===== config.mk =====
export PLATFORM = sky130hd
export DESIGN_NAME = multicycle_core
export DESIGN_NICKNAME = d
export VERILOG_FILES = /design/src/rtl/multicycle_core.sv
export SDC_FILE = /design/constraint.sdc
export NUM_CORES = 2
export LEC_CHECK = 0
export CAP_MARGIN = 30
export CORE_ASPECT_RATIO = 1.5
export CORE_MARGIN = 3
export CORE_UTILIZATION = 50
export CTS_BUF_LIST = sky130_fd_sc_hd__clkbuf_8 sky130_fd_sc_hd__clkbuf_16
export DETAILED_ROUTE_END_ITERATION = 10
export HOLD_SLACK_MARGIN = 0.05
export MAX_ROUTING_LAYER = met4
export PLACE_DENSITY = 0.66
export SLEW_MARGIN = 20
export SYNTH_ARGS = -nofsm -noshare
export SYNTH_HDL_FRONTEND = slang
export SYNTH_SLANG_ARGS = --single-unit

===== constraint.sdc =====
create_clock -name clk -period 9.5 [get_ports clk]
set_clock_uncertainty 0.1 [all_clocks]
set_input_delay 1.9 -clock clk [delete_from_list [all_inputs] [get_ports clk]]
set_output_delay 1.9 -clock clk [all_outputs]
set_load 0.01 [all_outputs]

===== src/rtl/multicycle_core.sv =====
// Multicycle RV32I-subset core on a single unified memory port; one FSM steps each instruction.
// Define MULTICYCLE_CORE_INSTRET_EN to build the retired-instruction counter (otherwise tied to 0).
module multicycle_core #(
   parameter int              XLEN     = 32,
   parameter logic [XLEN-1:0] RESET_PC = '0,
   parameter int              MEM_AW   = XLEN
) (
   input  logic              clk,
   input  logic              reset,
   output logic              mem_req,
   output logic              mem_we,
   output logic [MEM_AW-1:0] mem_addr,
   output logic [XLEN-1:0]   mem_wdata,
   input  logic [XLEN-1:0]   mem_rdata,
   input  logic              mem_ready,
   output logic              illegal,
   output logic [31:0]       instret
);

   localparam logic [6:0] OP_LOAD   = 7'b0000011;
   localparam logic [6:0] OP_STORE  = 7'b0100011;
   localparam logic [6:0] OP_ALU    = 7'b0110011;
   localparam logic [6:0] OP_ALUI   = 7'b0010011;
   localparam logic [6:0] OP_BRANCH = 7'b1100011;
   localparam logic [6:0] OP_JAL    = 7'b1101111;

   localparam logic [XLEN-1:0] PC_STEP = XLEN'(4);

   typedef enum logic [3:0] {
      FETCH,
      DECODE,
      MEMADR,
      MEMREAD,
      MEMWRITE,
      MEMWB,
      EXECR,
      EXECI,
      ALUWB,
      BEQ,
      JAL,
      TRAP
   } state_t;

   state_t state;
   state_t next_state;

   logic [XLEN-1:0] pc;
   logic [XLEN-1:0] old_pc;
   logic [31:0]     ir;
   logic [XLEN-1:0] a;
   logic [XLEN-1:0] b;
   logic [XLEN-1:0] alu_out;
   logic [XLEN-1:0] mdr;
   logic [XLEN-1:0] rf [32];

   logic [6:0]      opcode;
   logic [4:0]      rd;
   logic [4:0]      rs1;
   logic [4:0]      rs2;
   logic [2:0]      funct3;
   logic [XLEN-1:0] imm_i;
   logic [XLEN-1:0] imm_s;
   logic [XLEN-1:0] imm_b;
   logic [XLEN-1:0] imm_j;
   logic [XLEN-1:0] rs1_val;
   logic [XLEN-1:0] rs2_val;
   logic [XLEN-1:0] alu_rhs;
   logic [XLEN-1:0] alu_result;
   logic            slt_bit;
   logic [XLEN-1:0] addr_full;
   logic            rf_we;
   logic [XLEN-1:0] rf_wdata;

   assign opcode = ir[6:0];
   assign rd     = ir[11:7];
   assign funct3 = ir[14:12];
   assign rs1    = ir[19:15];
   assign rs2    = ir[24:20];

   assign imm_i = {{(XLEN-12){ir[31]}}, ir[31:20]};
   assign imm_s = {{(XLEN-12){ir[31]}}, ir[31:25], ir[11:7]};
   assign imm_b = {{(XLEN-13){ir[31]}}, ir[31], ir[7], ir[30:25], ir[11:8], 1'b0};
   assign imm_j = {{(XLEN-21){ir[31]}}, ir[31], ir[19:12], ir[20], ir[30:21], 1'b0};

   // x0 is hardwired through the read mux, so its storage entry never matters.
   assign rs1_val = (rs1 == 5'd0) ? '0 : rf[rs1];
   assign rs2_val = (rs2 == 5'd0) ? '0 : rf[rs2];

   always_comb begin
      alu_rhs    = (state == EXECI) ? imm_i : b;
      slt_bit    = $signed(a) < $signed(alu_rhs);
      alu_result = a + alu_rhs;
      case (funct3)
         3'b000: begin
            if ((state == EXECR) && ir[30]) begin
               alu_result = a - alu_rhs;
            end
         end
         3'b010:  alu_result = {{(XLEN-1){1'b0}}, slt_bit};
         3'b110:  alu_result = a | alu_rhs;
         3'b111:  alu_result = a & alu_rhs;
         default: alu_result = a + alu_rhs;
      endcase
   end

   always_ff @(posedge clk or posedge reset) begin
      if (reset) begin
         state <= FETCH;
      end else begin
         state <= next_state;
      end
   end

   always_comb begin
      next_state = state;
      mem_req    = 1'b0;
      mem_we     = 1'b0;
      addr_full  = pc;
      case (state)
         FETCH: begin
            mem_req = 1'b1;
            if (mem_ready) begin
               next_state = DECODE;
            end
         end
         DECODE: begin
            case (opcode)
               OP_LOAD, OP_STORE: next_state = MEMADR;
               OP_ALU:            next_state = EXECR;
               OP_ALUI:           next_state = EXECI;
               OP_BRANCH:         next_state = BEQ;
               OP_JAL:            next_state = JAL;
               default:           next_state = TRAP;
            endcase
         end
         MEMADR: begin
            next_state = (opcode == OP_STORE) ? MEMWRITE : MEMREAD;
         end
         MEMREAD: begin
            mem_req   = 1'b1;
            addr_full = alu_out;
            if (mem_ready) begin
               next_state = MEMWB;
            end
         end
         MEMWRITE: begin
            mem_req   = 1'b1;
            mem_we    = 1'b1;
            addr_full = alu_out;
            if (mem_ready) begin
               next_state = FETCH;
            end
         end
         MEMWB:        next_state = FETCH;
         EXECR, EXECI: next_state = ALUWB;
         ALUWB:        next_state = FETCH;
         BEQ:          next_state = FETCH;
         JAL:          next_state = ALUWB;
         TRAP:         next_state = TRAP;
         default:      next_state = FETCH;
      endcase
      // Reset snaps state to FETCH, which would otherwise raise a request while reset is held.
      if (reset) begin
         mem_req = 1'b0;
      end
   end

   assign mem_addr  = addr_full[MEM_AW-1:0];
   assign mem_wdata = b;

   always_ff @(posedge clk or posedge reset) begin
      if (reset) begin
         pc      <= RESET_PC;
         old_pc  <= '0;
         ir      <= '0;
         a       <= '0;
         b       <= '0;
         alu_out <= '0;
         mdr     <= '0;
         illegal <= 1'b0;
      end else begin
         case (state)
            FETCH: begin
               if (mem_ready) begin
                  ir     <= mem_rdata[31:0];
                  old_pc <= pc;
                  pc     <= pc + PC_STEP;
               end
            end
            DECODE: begin
               a       <= rs1_val;
               b       <= rs2_val;
               alu_out <= old_pc + imm_b;
            end
            MEMADR: begin
               alu_out <= a + ((opcode == OP_STORE) ? imm_s : imm_i);
            end
            MEMREAD: begin
               if (mem_ready) begin
                  mdr <= mem_rdata;
               end
            end
            EXECR, EXECI: begin
               alu_out <= alu_result;
            end
            BEQ: begin
               if (a == b) begin
                  pc <= alu_out;
               end
            end
            JAL: begin
               pc      <= old_pc + imm_j;
               alu_out <= old_pc + PC_STEP;
            end
            default: ;
         endcase
         if (next_state == TRAP) begin
            illegal <= 1'b1;
         end
      end
   end

   assign rf_we    = ((state == MEMWB) || (state == ALUWB)) && (rd != 5'd0);
   assign rf_wdata = (state == MEMWB) ? mdr : alu_out;

   always_ff @(posedge clk) begin
      if (rf_we) begin
         rf[rd] <= rf_wdata;
      end
   end

`ifdef MULTICYCLE_CORE_INSTRET_EN
   logic        retire;
   logic [31:0] instret_count;

   assign retire = (state == MEMWB) || (state == ALUWB) || (state == BEQ) ||
                   ((state == MEMWRITE) && mem_ready);

   always_ff @(posedge clk or posedge reset) begin
      if (reset) begin
         instret_count <= 32'd0;
      end else if (retire) begin
         instret_count <= instret_count + 32'd1;
      end
   end

   assign instret = instret_count;
`else
   assign instret = 32'd0;
`endif

endmodule


==> results.cfg <==
[worst_setup_path]
critPathMaxFanout = 32
worst_setup_path_end_kind = register
r2r_end = alu_out[30]
reg2reg_depth = 17
critPathArrivalTime_ns = 6.30
setup.worst_path.start_class = register
regToRegStartpoint = state[3]
path_class = reg -> reg
crit_required_ns = 10.02
reg2reg_slack_ns = 3.72

[route]
drc = 0
routed_wl_microns = 224000
dr_total_vias = 45300
via_per_inst = 6.84
detail-route-antenna-nets = 0
drtPass1Iterations = 5
routedWlPerCell_microns = 33.9
drt-initial-drc-count = 5252

[timing]
rsz0062_at_grt = false
hold_violations = 0
max_freq_mhz = 173
maxSlewHeadroom_pct = 27.8
tightest_slew_ns = 1.08
setup_viol = 0
finalCritPeriodShare_pct = 60.8
maxSlewViolCount = 0
finalSetupTns_ns = 0
min_period_ns = 5.78

[synth]
synth.area.mux_share_pct = 23.2
syn_inst = 4713
synth-edff-count = 1024
synthFlopType = edfxtp_1
synth_xor_area_share_pct = 2.49
synth.distinct_cells = 93
synth_top_family_by_area = multiplexers
syn_avg_cell_area_sq_um = 14.5
synth_simple_gate_area_share_pct = 5.17
async_flop_share_pct = 18.3
syn_area_sq_mm = 0.0681
yosysSeqAreaShare_pct = 53.6
synth-compound-area-share_pct = 9.39
ys_warn_count = 0
synthAdderAreaFrac_pct = 3.31
synth_seq_cells = 1253

[power_and_ir_drop]
power_mw = 28.1
powerDensity_mw_per_mm2 = 375
ir_drop_v = 0.000271
leakagePower_nw = 25.8

[clocking]
cts_buffers = 114
cts_tree = built
clock_sinks = 1253
clockBufferDepth = 3
root_buffer = clkbuf_16
cts_setup_buffers = 0
postCtsResizedCells = 0
clk_latency_ns = 0.76
h-tree-depth = 3
ctsHoldBuffers = 0
cts.clk_slew.worst_paths_ns = 0.07

[final_layout]
drive_above_1_share_pct = 23.9
fin_nets = 4975
areaGrowthSynthToFinish_pct = 10.2

[hold_path]
min_path_type = reg -> reg
min_to = mdr[8]
min_path_cells = 1
hold_path_startpoint = mdr[8]

[die]
ios = 134
num_rows = 165
die-area_sq_mm = 0.141
initial_core_util_pct = 50.4
dieHeight_microns = 458
core_sq_mm = 0.135
die_w_microns = 307

[status]
outcome = completed

[global_route]
grt_pass1_vias = 46200
track_usage_pct = 32.9
grt_max_degree = 126
grt_overflow = 0
grt_pass1_wl_microns = 324000
antenna_found_initial = 8

[job]
cap_violations = 0

[placed_design]
gp_congestion = 1.00
dp_hpwl_microns = 144000
port_buffers = 101
==> stage by stage <==
step | utilization, % | area (sq um) | hold slack (ns) | instances | setup WS, ns
4_1_cts | 55.6 | 75000 | 0.406 | 6616 | 3.82
3_5_place_dp | 52.8 | 71300 | 0.391 | 6399 | 3.86
2_1_floorplan | - | 68300 | 0.362 | 4776 | 1.22
6_report | 55.6 | 75000 | 0.406 | 6621 | 3.72
3_3_place_gp | 52.8 | 71300 | 0.364 | 6397 | 3.88
5_1_grt | 55.6 | 75000 | 0.411 | 6621 | 3.60
==> cells by family after synthesis <==
| group | count (synthesis) |
|---|---|
| multiplexers | 895 |
| AND/OR/NAND/NOR | 760 |
| buffers and inverters | 468 |
| flip-flops | 1253 |
| other | 1 |
| AO/OA/AOI/OAI | 965 |
| adder cells (fa/ha/maj) | 177 |
| XOR/XNOR | 194 |
==> cell usage after synthesis (42+ instances only) <==
library cell  count  share of area, %
nand2_1         237               1.3
edfxtp_1       1024                45
xnor2_1         143               1.8
a21oi_1         247               1.8
a221oi_1         58              0.75
nor2b_1          49              0.45
o22ai_1          99              0.91
clkbuf_1        211               1.2
mux4_2          520                17
buf_2            58              0.43
ha_1            172               3.2
nand3_1          44              0.32
o21ai_0         185               1.4
o221ai_1         44              0.57
inv_1           126              0.69
mux2_2          261               4.3
xor2_1           51              0.66
mux2i_1         114               1.7
dfrtp_1         229               8.4
o31ai_1          42              0.46
nor2_1          237               1.3
==> placed cells by master (no fill, tap or decap), drive strengths merged, types with 114 or more instances in the layout <==
cell type,Yosys,final
edfxtp,1024,1024
mux4,520,520
mux2,261,261
a21oi,250,250
nor2,238,238
nand2,237,237
dfrtp,229,229
o21ai,193,193
ha,172,172
inv,126,167
xnor2,143,143
clkbuf,213,131
mux2i,114,114
==> worst max path at each step <==
stage          depth (start not counted)      from  slack, ns     endpoint
2_1_floorplan                          1     reset       1.22         a[0]
3_3_place_gp                          17  state[3]       3.88  alu_out[30]
3_5_place_dp                          17  state[3]       3.86  alu_out[30]
4_1_cts                               17  state[3]       3.82  alu_out[30]
5_1_grt                               17  state[3]       3.60  alu_out[30]
6_report                              17  state[3]       3.72  alu_out[30]
==> where the power goes <==
| part | internal, mW | total [mW] | switching [mW] |
|---|---|---|---|
| clock | 2.46 | 4.58 | 2.12 |
| sequential | 7.30 | 8.70 | 1.40 |
| combinational | 6.23 | 14.9 | 8.64 |
| total | 16.0 | 28.1 | 12.2 |
==> per-layer routing <==
metal	part of all wire, %	track usage [%]	wire (microns)	vias to the layer above
met3	8.1	5.12	18200	705
li1	-	-	-	18900
met4	7.2	20.0	16200	0
met1	34	37.3	75900	23300
met2	51	55.0	114000	2441
met5	0	-	0	-
==> worst max-delay path, cell delays in order (launching register included) <==
cell and delay (ns):
dfrtp_1 0.74, nor2b_1 0.31, nand3_1 0.17, buf_4 0.42, mux2_2 0.42, ha_1 0.23, inv_1 0.09, fa_1 0.23
nor2b_1 0.08, o31a_1 0.29, o311a_1 0.39, o21ai_0 0.74, a2111oi_0 0.29, nor3_1 0.41, mux2i_1 0.25, nand2_1 0.07
o221ai_1 0.23, o211ai_1 0.13
==> area by class of cell <==
cell class / count / area, sq um
Fill cell: 10800 / 60000
Sequential cell: 1253 / 36500
Multi-Input combinational cell: 3055 / 30200
Clock buffer: 131 / 3120
Tap cell: 1753 / 2190
Timing Repair Buffer: 212 / 1920
Clock inverter: 86 / 572
Inverter: 127 / 484
Antenna cell: 4 / 10.0
==> flip-flops by register name, summed over array words and instances, names as in the netlist <==
signal / flops
ir: 32
illegal: 1
mem_wdata: 32
old_pc: 32
state: 4
rf: 1024
a: 32
mdr: 32
alu_out: 32
pc: 32
No activity file was read; power rests on OpenSTA's default activity.
